`src/rtl/vga_layer_mixer_if.sv`:
```
// Pixel/config/output bundle between the graphics front end and vga_layer_mixer.
// master drives pixels and configuration; slave (the mixer) drives the VGA pins.
interface vga_layer_mixer_if #(
   parameter int NUM_LAYERS     = 4,
   parameter int COLOR_BITS     = 8,
   parameter int FRAME_CNT_BITS = 8
);
   logic                      pixel_en;
   logic                      video_on_in;
   logic                      h_sync_in;
   logic                      v_sync_in;
   logic [NUM_LAYERS-1:0]     layer_red;
   logic [NUM_LAYERS-1:0]     layer_green;
   logic [NUM_LAYERS-1:0]     layer_blue;
   logic                      mode;
   logic [NUM_LAYERS-1:0]     layer_enable;
   logic [NUM_LAYERS-1:0]     blink_mask;
   logic [2:0]                bg_rgb;
   logic [COLOR_BITS-1:0]     vga_red;
   logic [COLOR_BITS-1:0]     vga_green;
   logic [COLOR_BITS-1:0]     vga_blue;
   logic                      video_on_out;
   logic                      h_sync_out;
   logic                      v_sync_out;
   logic [FRAME_CNT_BITS-1:0] frame_count;

   modport master (
      output pixel_en, video_on_in, h_sync_in, v_sync_in,
      output layer_red, layer_green, layer_blue,
      output mode, layer_enable, blink_mask, bg_rgb,
      input  vga_red, vga_green, vga_blue,
      input  video_on_out, h_sync_out, v_sync_out, frame_count
   );

   modport slave (
      input  pixel_en, video_on_in, h_sync_in, v_sync_in,
      input  layer_red, layer_green, layer_blue,
      input  mode, layer_enable, blink_mask, bg_rgb,
      output vga_red, vga_green, vga_blue,
      output video_on_out, h_sync_out, v_sync_out, frame_count
   );
endinterface

```
`src/rtl/vga_layer_mixer.sv`:
```
// N-layer 1-bit-RGB compositor (OR or priority mode) with frame-shadowed config,
// per-layer blink and a two-strobe pipeline keeping syncs aligned with colour.
module vga_layer_mixer #(
   parameter int NUM_LAYERS     = 4,
   parameter int COLOR_BITS     = 8,
   parameter int FRAME_CNT_BITS = 8,
   parameter int BLINK_SHIFT    = 4
) (
   input  logic              clock_50,
   input  logic              reset_n,
   vga_layer_mixer_if.slave  bus
);

   logic [NUM_LAYERS-1:0]     s1_r_q, s1_g_q, s1_b_q;
   logic                      s1_vid_q, s1_hs_q, s1_vs_q;
   logic [2:0]                rgb_q, rgb_d;
   logic                      vid_q, hs_q, vs_q;
   logic [FRAME_CNT_BITS-1:0] fcnt_q, fcnt_d;
   logic                      sh_mode_q;
   logic [NUM_LAYERS-1:0]     sh_en_q, sh_blink_q;
   logic [2:0]                sh_bg_q;

   logic                      frame_start;
   logic [NUM_LAYERS-1:0]     eff_en, opaque;
   logic [2:0]                or_rgb, pri_rgb;

   // s1_vs_q doubles as the previous v_sync sample for edge detection
   always_comb begin
      frame_start = bus.pixel_en & s1_vs_q & ~bus.v_sync_in;
      fcnt_d      = fcnt_q + FRAME_CNT_BITS'(1);
      eff_en      = sh_en_q & ~(fcnt_q[BLINK_SHIFT] ? sh_blink_q : '0);
      opaque      = eff_en & (s1_r_q | s1_g_q | s1_b_q);
      or_rgb      = {|(s1_r_q & eff_en), |(s1_g_q & eff_en), |(s1_b_q & eff_en)};
      pri_rgb     = '0;
      // scan from the highest index down so the lowest opaque layer wins
      for (int unsigned i = 0; i < NUM_LAYERS; i++) begin
         if (opaque[NUM_LAYERS-1-i])
            pri_rgb = {s1_r_q[NUM_LAYERS-1-i], s1_g_q[NUM_LAYERS-1-i],
                       s1_b_q[NUM_LAYERS-1-i]};
      end
      if (!s1_vid_q)
         rgb_d = '0;
      else if (~|opaque)
         rgb_d = sh_bg_q;
      else
         rgb_d = sh_mode_q ? pri_rgb : or_rgb;
   end

   always_ff @(posedge clock_50 or negedge reset_n) begin
      if (!reset_n) begin
         s1_r_q     <= '0;
         s1_g_q     <= '0;
         s1_b_q     <= '0;
         s1_vid_q   <= 1'b0;
         s1_hs_q    <= 1'b1;
         s1_vs_q    <= 1'b1;
         rgb_q      <= '0;
         vid_q      <= 1'b0;
         hs_q       <= 1'b1;
         vs_q       <= 1'b1;
         fcnt_q     <= '0;
         sh_mode_q  <= 1'b0;
         sh_en_q    <= '1;
         sh_blink_q <= '0;
         sh_bg_q    <= '0;
      end else if (bus.pixel_en) begin
         s1_r_q   <= bus.layer_red;
         s1_g_q   <= bus.layer_green;
         s1_b_q   <= bus.layer_blue;
         s1_vid_q <= bus.video_on_in;
         s1_hs_q  <= bus.h_sync_in;
         s1_vs_q  <= bus.v_sync_in;
         rgb_q    <= rgb_d;
         vid_q    <= s1_vid_q;
         hs_q     <= s1_hs_q;
         vs_q     <= s1_vs_q;
         if (frame_start) begin
            fcnt_q     <= fcnt_d;
            sh_mode_q  <= bus.mode;
            sh_en_q    <= bus.layer_enable;
            sh_blink_q <= bus.blink_mask;
            sh_bg_q    <= bus.bg_rgb;
         end
      end
   end

   assign bus.vga_red      = {COLOR_BITS{rgb_q[2]}};
   assign bus.vga_green    = {COLOR_BITS{rgb_q[1]}};
   assign bus.vga_blue     = {COLOR_BITS{rgb_q[0]}};
   assign bus.video_on_out = vid_q;
   assign bus.h_sync_out   = hs_q;
   assign bus.v_sync_out   = vs_q;
   assign bus.frame_count  = fcnt_q;

endmodule

```
`src/flat_wrapper.sv`:
```
// flat-port wrapper written by rule: the top's interface ports become plain ports
module vga_layer_mixer_flat 
#(
   parameter int NUM_LAYERS     = 4,
   parameter int COLOR_BITS     = 8,
   parameter int FRAME_CNT_BITS = 8,
   parameter int BLINK_SHIFT    = 4
)
  (clock_50, reset_n, bus_pixel_en, bus_video_on_in, bus_h_sync_in, bus_v_sync_in, bus_layer_red, bus_layer_green, bus_layer_blue, bus_mode, bus_layer_enable, bus_blink_mask, bus_bg_rgb, bus_vga_red, bus_vga_green, bus_vga_blue, bus_video_on_out, bus_h_sync_out, bus_v_sync_out, bus_frame_count);
  vga_layer_mixer_if #(.NUM_LAYERS(NUM_LAYERS), .COLOR_BITS(COLOR_BITS), .FRAME_CNT_BITS(FRAME_CNT_BITS)) bus_i ();
  input  logic clock_50;
  input  logic reset_n;
  input wire logic [$bits(bus_i.pixel_en)-1:0] bus_pixel_en;
  input wire logic [$bits(bus_i.video_on_in)-1:0] bus_video_on_in;
  input wire logic [$bits(bus_i.h_sync_in)-1:0] bus_h_sync_in;
  input wire logic [$bits(bus_i.v_sync_in)-1:0] bus_v_sync_in;
  input wire logic [$bits(bus_i.layer_red)-1:0] bus_layer_red;
  input wire logic [$bits(bus_i.layer_green)-1:0] bus_layer_green;
  input wire logic [$bits(bus_i.layer_blue)-1:0] bus_layer_blue;
  input wire logic [$bits(bus_i.mode)-1:0] bus_mode;
  input wire logic [$bits(bus_i.layer_enable)-1:0] bus_layer_enable;
  input wire logic [$bits(bus_i.blink_mask)-1:0] bus_blink_mask;
  input wire logic [$bits(bus_i.bg_rgb)-1:0] bus_bg_rgb;
  output wire logic [$bits(bus_i.vga_red)-1:0] bus_vga_red;
  output wire logic [$bits(bus_i.vga_green)-1:0] bus_vga_green;
  output wire logic [$bits(bus_i.vga_blue)-1:0] bus_vga_blue;
  output wire logic [$bits(bus_i.video_on_out)-1:0] bus_video_on_out;
  output wire logic [$bits(bus_i.h_sync_out)-1:0] bus_h_sync_out;
  output wire logic [$bits(bus_i.v_sync_out)-1:0] bus_v_sync_out;
  output wire logic [$bits(bus_i.frame_count)-1:0] bus_frame_count;
  assign bus_i.pixel_en = bus_pixel_en;
  assign bus_i.video_on_in = bus_video_on_in;
  assign bus_i.h_sync_in = bus_h_sync_in;
  assign bus_i.v_sync_in = bus_v_sync_in;
  assign bus_i.layer_red = bus_layer_red;
  assign bus_i.layer_green = bus_layer_green;
  assign bus_i.layer_blue = bus_layer_blue;
  assign bus_i.mode = bus_mode;
  assign bus_i.layer_enable = bus_layer_enable;
  assign bus_i.blink_mask = bus_blink_mask;
  assign bus_i.bg_rgb = bus_bg_rgb;
  assign bus_vga_red = bus_i.vga_red;
  assign bus_vga_green = bus_i.vga_green;
  assign bus_vga_blue = bus_i.vga_blue;
  assign bus_video_on_out = bus_i.video_on_out;
  assign bus_h_sync_out = bus_i.h_sync_out;
  assign bus_v_sync_out = bus_i.v_sync_out;
  assign bus_frame_count = bus_i.frame_count;
  vga_layer_mixer #(.NUM_LAYERS(NUM_LAYERS), .COLOR_BITS(COLOR_BITS), .FRAME_CNT_BITS(FRAME_CNT_BITS), .BLINK_SHIFT(BLINK_SHIFT)) u_core (.clock_50(clock_50), .reset_n(reset_n), .bus(bus_i));
endmodule
```
`config.mk`:
```
export PLATFORM = sky130hd
export DESIGN_NAME = vga_layer_mixer_flat
export DESIGN_NICKNAME = d
export VERILOG_FILES = /design/src/rtl/vga_layer_mixer_if.sv /design/src/rtl/vga_layer_mixer.sv /design/src/flat_wrapper.sv
export SDC_FILE = /design/constraint.sdc
export NUM_CORES = 1
export LEC_CHECK = 0
export ABC_AREA = 1
export CAP_MARGIN = 15
export CORE_MARGIN = 2
export CORE_UTILIZATION = 52
export CTS_BUF_LIST = sky130_fd_sc_hd__clkbuf_8
export CTS_CLUSTER_SIZE = 14
export DETAILED_ROUTE_END_ITERATION = 12
export PLACE_DENSITY = 0.89
export REMOVE_ABC_BUFFERS = 1
export SYNTH_ARGS = -nofsm -noshare
export SYNTH_HDL_FRONTEND = slang
export SYNTH_SLANG_ARGS = --single-unit
```
`constraint.sdc`:
```
create_clock -name clock_50 -period 2.36 [get_ports clock_50]
set_input_delay 0.354 -clock clock_50 [delete_from_list [all_inputs] [get_ports clock_50]]
set_output_delay 0.354 -clock clock_50 [all_outputs]
set_load 0.02 [all_outputs]
```
# == Yosys cells after proc, flatten, opt, wreduce, memory -nomap -nowiden ==
# Index checks and enable logic that the tools add are counted.
# totals
reg_bits,41
in_bits,30
output_inout_bits,35
elab_cells,40
# classes
n_addsub,1
mux,8
bitwise_logic,11
reduce_logical,5
# op_table
cell,count
two-way mux 3 bit,7
bitwise AND 4 bit,5
OR reduction 4 bit,4
"adder 8 x 1 -> 8 bit, second input constant",1
bitwise OR 4 bit,2
two-way mux 4 bit,1
inverter 4 bit,1
bitwise AND 1 bit,2
AND reduction 2 bit,1
inverter 1 bit,1

# == Logic depth before layout (Yosys ltp) ==
# depth
depth_word,11
mapped_depth,10
depth_no_buf,9

# == Least setup slack after synthesis ==
# Ideal clock, no wire load.
# synth_timing
path_type,reg2reg
startpoint,"register u_core.fcnt_q[4], in the netlist u_core.bus.frame_count[4]"
endpoint,register u_core.rgb_q[0]
setup_time_ns,0.117
t_arrival_ns,1.267
required_ns,2.243
slack_ns,0.976
stages_incl_launch_ff,10
n_path_buf,1
period_less_slack_ns,1.384
path_cell_list,dfrtp_1 -> buf_4 -> a21oi_2 -> nand2_1 -> nand2_1 -> nor2_1 -> nor2_1 -> nand3_1 -> nand2_1 -> nand2_1
# synth_via
elab_chain_len,11
elab_cells_between_ends,14
cone_classes,mux (8); bitwise (4); reduce/logical (2)
# synth_lines
item,line,source
"start, declared",vga_layer_mixer.sv:18,"logic [FRAME_CNT_BITS-1:0] fcnt_q, fcnt_d;"
"start signal, assigned",vga_layer_mixer.sv:78,fcnt_q <= fcnt_d;
two-way mux 4 bit *,vga_layer_mixer.sv:31,eff_en = sh_en_q & ~(fcnt_q[BLINK_SHIFT] ? sh_blink_q : '0);
inverter 4 bit *,vga_layer_mixer.sv:31,
bitwise AND 4 bit *,vga_layer_mixer.sv:31,
bitwise AND 4 bit,vga_layer_mixer.sv:32,opaque = eff_en & (s1_r_q | s1_g_q | s1_b_q);
two-way mux 3 bit (4 in series),vga_layer_mixer.sv:37,if (opaque[NUM_LAYERS-1-i])
two-way mux 3 bit,vga_layer_mixer.sv:46,rgb_d = sh_mode_q ? pri_rgb : or_rgb;
two-way mux 3 bit *,vga_layer_mixer.sv:43,else if (~|opaque)
two-way mux 3 bit *,vga_layer_mixer.sv:41,if (!s1_vid_q)
"end signal, assigned",vga_layer_mixer.sv:73,rgb_q <= rgb_d;
"end, declared",vga_layer_mixer.sv:16,"logic [2:0] rgb_q, rgb_d;"
# Every way passes the cells marked *; elsewhere a longest branch is shown, timed or not.
# A chain may end at the register's enable or synchronous reset.

# == Worst setup path after layout ==
# layout_timing
startpoint,"register u_core.fcnt_q[4], in the netlist u_core.bus.frame_count[4]"
endpoint,output port bus_frame_count[4]
# layout_lines
item,line,source
"end, declared",flat_wrapper.sv:30,output wire logic [$bits(bus_i.frame_count)-1:0] bus_frame_count;
# No word-level cell between the ends.

==> reports/qor.yml <==
power_and_ir_drop:
  power.total_mw: 2.39
  p_per_area_nw_per_um2: 874
  vdd_drop_max_v: 0.000582
  p_leak_nw: 1.32
cts:
  clk_latency_ps: 290
  clockRootBuffer: "clkbuf_8"
  cts_buffers: 5
  cts_hold_buffers: 0
  post_cts_buffers: 0
  clk_path_buf_depth: 2
  cts_resized: 0
  cts_tree: "yes"
  cts.sinks: 41
  ctsHtreeMaxLevel: 2
  path_clk_slew_ps: 80
worst_setup_path:
  critPathBufInv: 1
  cp-startpoint: "u_core.bus.frame_count[4]"
  endpoint_kind: "output pin"
  crit_type: "register to output pin"
  critPathTopFamily: "buffers and inverters"
  slowest_delay_ps: 680
  r2r_start: "u_core.bus.frame_count[4]"
  worst-path-max-fanout: 10
  arrival_ps: 1550
  cp_slowest_cell: "clkdlybuf4s50_1"
  worstSetupStartpointType: "register"
  required_ps: 2010
  cp_cell_sequence: "clkdlybuf4s50_1"
placed_design:
  place_inst: 344
  routabilityCongestion: 0.841
  dpl_worst_slack_ps: 497
  dp_hpwl_um: 3340
  io_buffer_count: 64
detailed_routing:
  drt-total-wl_um: 4440
  wl_per_cell_um: 12.6
  final_antenna_net_count: 0
  via_per_inst: 4.85
  drt_iter0_markers: 93
  vias: 1708
  drt_first_pass_iters: 4
  drc_errors: 0
global_route:
  grt_max_degree: 42
  antenna_found_initial: 0
  grt_pass1_wl_um: 7160
  grt-ovfl-total: 0
  grt_usage_pct: 21.7
  grt_pass1_vias: 1611
yosys:
  yosys_register_bits: 41
  netlist_instances: 256
  synth_top_cell_by_area: "dfrtp_1"
  ys_types: 22
  yosysWarningCount: 0
  yosysTopAreaCellShare_pct: 39.3
  netlist_top_cells_area: "dfrtp_1 (39%), nand2_1 (15%), dfstp_2 (10%), buf_4 (7.9%), o21ai_0 (6.0%)"
  syn_area_um2: 2100
  yosysSeqAreaShare_pct: 49.3
  synth.avg_cell_area_um2: 8.20
sta:
  finalCritPeriodShare_pct: 80.8
  finalClockSkew_ps: 5.55
  fin_crit_ps: 1910
  tightest_slew_ps: 889
  rsz0062_at_grt: "false"
  setup_viol: 0
  slew_violations: 0
  setup_tns_ps: 0
  fin_ws_ps: 453
  hold_viol: 0
  max_freq_mhz: 524
  slew_headroom_pct: 40.7
cells_and_area:
  layout.nets: 332
  final_common_cell: "nand2_1"
  fill_cells: 315
  multi_input_comb_area_um2: 763
  area_growth_pct: 30.2
  drive_gt1_share_pct: 8.28
  layout_common_cells: "nand2_1 (85), clkdlybuf4s50_1 (63), dfrtp_1 (33)"
  seqCellArea_um2: 1040
  finalNonFillerCells: 352
  final_core_util_pct: 69.3
  antennaDiodeCount: 0
flow_run:
  max-cap-violations: 0
floorplanning:
  die_w_um: 67.5
  dieArea_um2: 4560
  io_pins: 65
  start_util_pct: 53.3
  die_h_um: 67.5
  rows: 23
  core_area_um2: 3940
status:
  status: "finished clean"
worst_hold_path:
  min_path_type: "input port to async pin"
==> state kept, by name, summed over array words and instances (netlist names) <==
register	flops
u_core.bus.frame_count	8
u_core.bus.h_sync_out	1
u_core.bus.v_sync_out	1
u_core.bus.video_on_out	1
u_core.rgb_q	3
u_core.s1_b_q	4
u_core.s1_g_q	4
u_core.s1_hs_q	1
u_core.s1_r_q	4
u_core.s1_vid_q	1
u_core.s1_vs_q	1
u_core.sh_bg_q	3
u_core.sh_blink_q	4
u_core.sh_en_q	4
u_core.sh_mode_q	1
==> path summary, 6_finish.rpt <==
check                                             to  slack (ps)  cells after the start
min reg2reg                  u_core.bus.video_on_out         480                      2
max                               bus_frame_count[4]         450                      1
max in group asynchronous            u_core.rgb_q[0]        1630                      1
max reg2reg                          u_core.rgb_q[1]         800                      7
min in group clock_50        u_core.bus.video_on_out         480                      2
min                        u_core.bus.frame_count[3]         180                      1
==> through the flow <==
stage / instance area [um2] / hold WS [ps]
finish: 2730 / 176
global route: 2730 / 237
CTS: 2730 / 206
detailed placement: 2620 / 462
global placement: 2620 / 455
floorplan: 1910 / 58.4
==> metal layers <==
layer | global-route usage, % | part of all wire [%]
met5 | 0 | 0
met4 | 10.2 | 2.5
met3 | 4.50 | 4.1
met2 | 35.7 | 50
met1 | 27.4 | 43
==> worst register-to-register path, cell delays in order, from the launching register on <==
cell	delay, ps
dfrtp_1	580
a21oi_2	140
nand2_1	150
nand2_1	90
nor2_1	250
a21oi_1	100
nand2_1	90
nand2_1	50
==> cell usage after synthesis <==
| library cell | n |
|---|---|
| nor3_2 | 1 |
| dfstp_2 | 8 |
| nand4_1 | 1 |
| nor2_1 | 6 |
| nor2_4 | 2 |
| and2_1 | 1 |
| ha_1 | 1 |
| o21ai_0 | 25 |
| a21oi_1 | 7 |
| xnor2_1 | 2 |
| nand3_2 | 2 |
| buf_4 | 22 |
| nand2_1 | 85 |
| clkinv_1 | 1 |
| nand3_1 | 17 |
| clkbuf_1 | 2 |
| nand3b_4 | 1 |
| buf_2 | 3 |
| a21oi_2 | 2 |
| inv_1 | 29 |
| xor2_1 | 5 |
| dfrtp_1 | 33 |
==> logic make-up after synthesis <==
kind of cell	share of synthesized area, %
AOI/OAI and AO/OA	8.46
xor gates and xnor gates	2.92
adders and majority gates	0.596
buffers and inverters	14.3
DFF	49.3
and+or+nand+nor	24.4
==> final cells by class <==
class | instances | share of cell area, %
Inverter | 30 | 4.12
Multi-Input combinational cell | 158 | 27.9
Clock buffer | 6 | 3.02
Tap cell | 50 | 2.29
Clock inverter | 2 | 1.24
Timing Repair Buffer | 65 | 23.5
Sequential cell | 41 | 37.9
==> report_power, final <==
part | switching [mW] | total [mW] | internal, mW
Clock | 0.234 | 0.574 | 0.340
Combinational | 0.464 | 0.858 | 0.394
Sequential | 0.118 | 0.957 | 0.839
Total | 0.815 | 2.39 | 1.57
No activity file was read; power rests on OpenSTA's default activity.
==> RTL change: new RTL, same flow settings <==
`NUM_LAYERS` is set to 4 in 3 places; all go to 8.
--- a/src/rtl/vga_layer_mixer_if.sv
+++ b/src/rtl/vga_layer_mixer_if.sv
@@ -1,7 +1,7 @@
 // Pixel/config/output bundle between the graphics front end and vga_layer_mixer.
 // master drives pixels and configuration; slave (the mixer) drives the VGA pins.
 interface vga_layer_mixer_if #(
-   parameter int NUM_LAYERS     = 4,
+   parameter int NUM_LAYERS     = 8,
    parameter int COLOR_BITS     = 8,
    parameter int FRAME_CNT_BITS = 8
 );
--- a/src/rtl/vga_layer_mixer.sv
+++ b/src/rtl/vga_layer_mixer.sv
@@ -1,7 +1,7 @@
 // N-layer 1-bit-RGB compositor (OR or priority mode) with frame-shadowed config,
 // per-layer blink and a two-strobe pipeline keeping syncs aligned with colour.
 module vga_layer_mixer #(
-   parameter int NUM_LAYERS     = 4,
+   parameter int NUM_LAYERS     = 8,
    parameter int COLOR_BITS     = 8,
    parameter int FRAME_CNT_BITS = 8,
    parameter int BLINK_SHIFT    = 4
--- a/src/flat_wrapper.sv
+++ b/src/flat_wrapper.sv
@@ -1,7 +1,7 @@
 // flat-port wrapper written by rule: the top's interface ports become plain ports
 module vga_layer_mixer_flat 
 #(
-   parameter int NUM_LAYERS     = 4,
+   parameter int NUM_LAYERS     = 8,
    parameter int COLOR_BITS     = 8,
    parameter int FRAME_CNT_BITS = 8,
    parameter int BLINK_SHIFT    = 4
Interface: changed (5 resized); port bits go from 65 to 85. No check against the original RTL was run, so the function may have changed too.
==> RTL change against the original RTL <==
  * Final area rose by 51%
  * Worst setup slack worse by 0.19 ns
  * Highest routed layer unchanged
  * Synthesized area increased by 52%
  * Total power is 49% higher
  * Routed wire length increased by 67%
  * First-iteration DRC count grew 73%
  * Via count up 58%
  * Critical endpoint unchanged
  * Critical path type unchanged
  * Sequential cell count is 20 higher
  * Die area up 49%
  * Clock power rose by 34%
==> RTL change: results (changes against the original RTL) <==
stage,metric,value,unit,change
outcome,status,"finished, final reports clean",,
pwr,LEAKAGE,2.032,nW,+54%
synth,synth top area cells,"dfrtp_1 (38%), nand2_1 (19%), dfstp_2 (9.9%)",,
place,pre-CTS setup slack,0.3960,ns,-0.1012 ns
pwr,Max VDD drop,585.9,µV,+0.65%
synth,post-synthesis sequential area ratio,48.20,%,-1.1 points
clocking,CTS Buf Count,9,,+4
global_route,global-route wire length before repair,12030,µm,+68%
global_route,gr usage total,24.11,%,+2.4 points
place,Port Buffer Count,84,,+31%
clocking,Max H-tree Level,3,,+1
layout,FILL cells,488,,+55%
synth,Synth Area in XOR/XNOR,1.917,%,-1.0 points
route,drt total wl,7438,µm,+67%
clocking,Root Buffer,clkbuf_8,,
route,Starting DRT DRC Count,161,,+73%
layout,fraction of layout cells with a size suffix above 1,10.71,%,+2.4 points
layout,Ant. Diodes,0,,unchanged
global_route,largest net degree at the start of global routing,53,,+26%
synth,Post-synth top cells,"nand2_1 (166), dfrtp_1 (49), inv_1 (47)",,
synth,post-synthesis compound-gate area fraction,11.07,%,+2.6 points
pwr,Sw Share,37.50,%,+3.4 points
place,cell count after placement,535,,+56%
synth,post-synthesis cell type count,37,,+68%
global_route,number of global-route vias before repair,2611,,+62%
timing,Slew @ Worst Pin,0.6495,ns,-0.2399 ns
synth,Adder-Cell Fraction of Synth Area,0.3912,%,-0.20 points
place,Detailed Place HPWL,5659,µm,+69%
critical_path,Worst Path Max Fanout,11,,+1
layout,Post-Layout Cell Count,551,,+57%
synth,post-synthesis instance total,404,,+58%
place,Placed Area,3965,µm²,+51%
place,routability cong.,0.8814,,+4.8%
timing,Clock Skews,0.007271,ns,+0.001720 ns
clocking,later-pin clock latency in the skew report,0.34,ns,+0.05 ns
route,Via density,4.887,,+0.73%
RTL change: kinds of logic (layout without fill, tap and decap cells):
kind of cell / after synthesis / after routing
AO/OA/AOI/OAI: 49 / 49
XOR/XNOR: 7 / 7
adder cells (fa/ha/maj): 1 / 1
buffers and inverters: 83 / 155
flip-flops: 61 / 61
AND/OR/NAND/NOR: 203 / 203
RTL change: worst paths after layout:
kind	from	end	slack, ns	cells after the start
min in group clock_50	u_core.bus.v_sync_out	u_core.bus.v_sync_out	0.47	2
worst max-delay path	u_core.bus.frame_count[4]	bus_frame_count[4]	0.27	1
max in group asynchronous	reset_n	u_core.bus.v_sync_out	1.64	2
worst max register to register	u_core.bus.frame_count[4]	u_core.rgb_q[0]	0.38	10
worst min register to register	u_core.bus.v_sync_out	u_core.bus.v_sync_out	0.47	2
worst min-delay path	reset_n	u_core.s1_r_q[1]	0.04	1
RTL change: layout make-up:
cell class	instances	area share, %
Timing Repair Buffer	89	21.47
Tap cell	75	2.274
Inverter	50	4.609
Sequential cell	61	37.36
Clock inverter	7	0.9096
Multi-Input combinational cell	260	30.38
Clock buffer	9	3.002
RTL change: power by group through the flow:
| stage | registers (mW) | logic, mW | clock network (mW) |
|---|---|---|---|
| 2_1_floorplan | 1.62 | 0.533 | 0 |
| 3_3_place_gp | 1.43 | 1.32 | 0 |
| 3_5_place_dp | 1.44 | 1.35 | 0 |
| 4_1_cts | 1.43 | 1.35 | 0.790 |
| 5_1_grt | 1.46 | 1.48 | 0.840 |
| 6_report | 1.43 | 1.35 | 0.768 |
RTL change: per-stage QoR:
step | utilization (%) | hold WS, ns
2_1_floorplan | - | 0.05841
3_3_place_gp | 66.97 | 0.4098
3_5_place_dp | 66.97 | 0.4260
4_1_cts | 69.70 | 0.06093
5_1_grt | 69.70 | 0.08782
6_report | 69.70 | 0.03620
RTL change: routing by layer:
metal / global-route usage (%) / vias up / share of wire (%)
li1: - / 1363 / -
met1: 30.86 / 1240 / 43
met2: 40.32 / 78 / 50
met3: 6.196 / 12 / 5.4
met4: 7.167 / 0 / 1.4
met5: 0 / - / 0
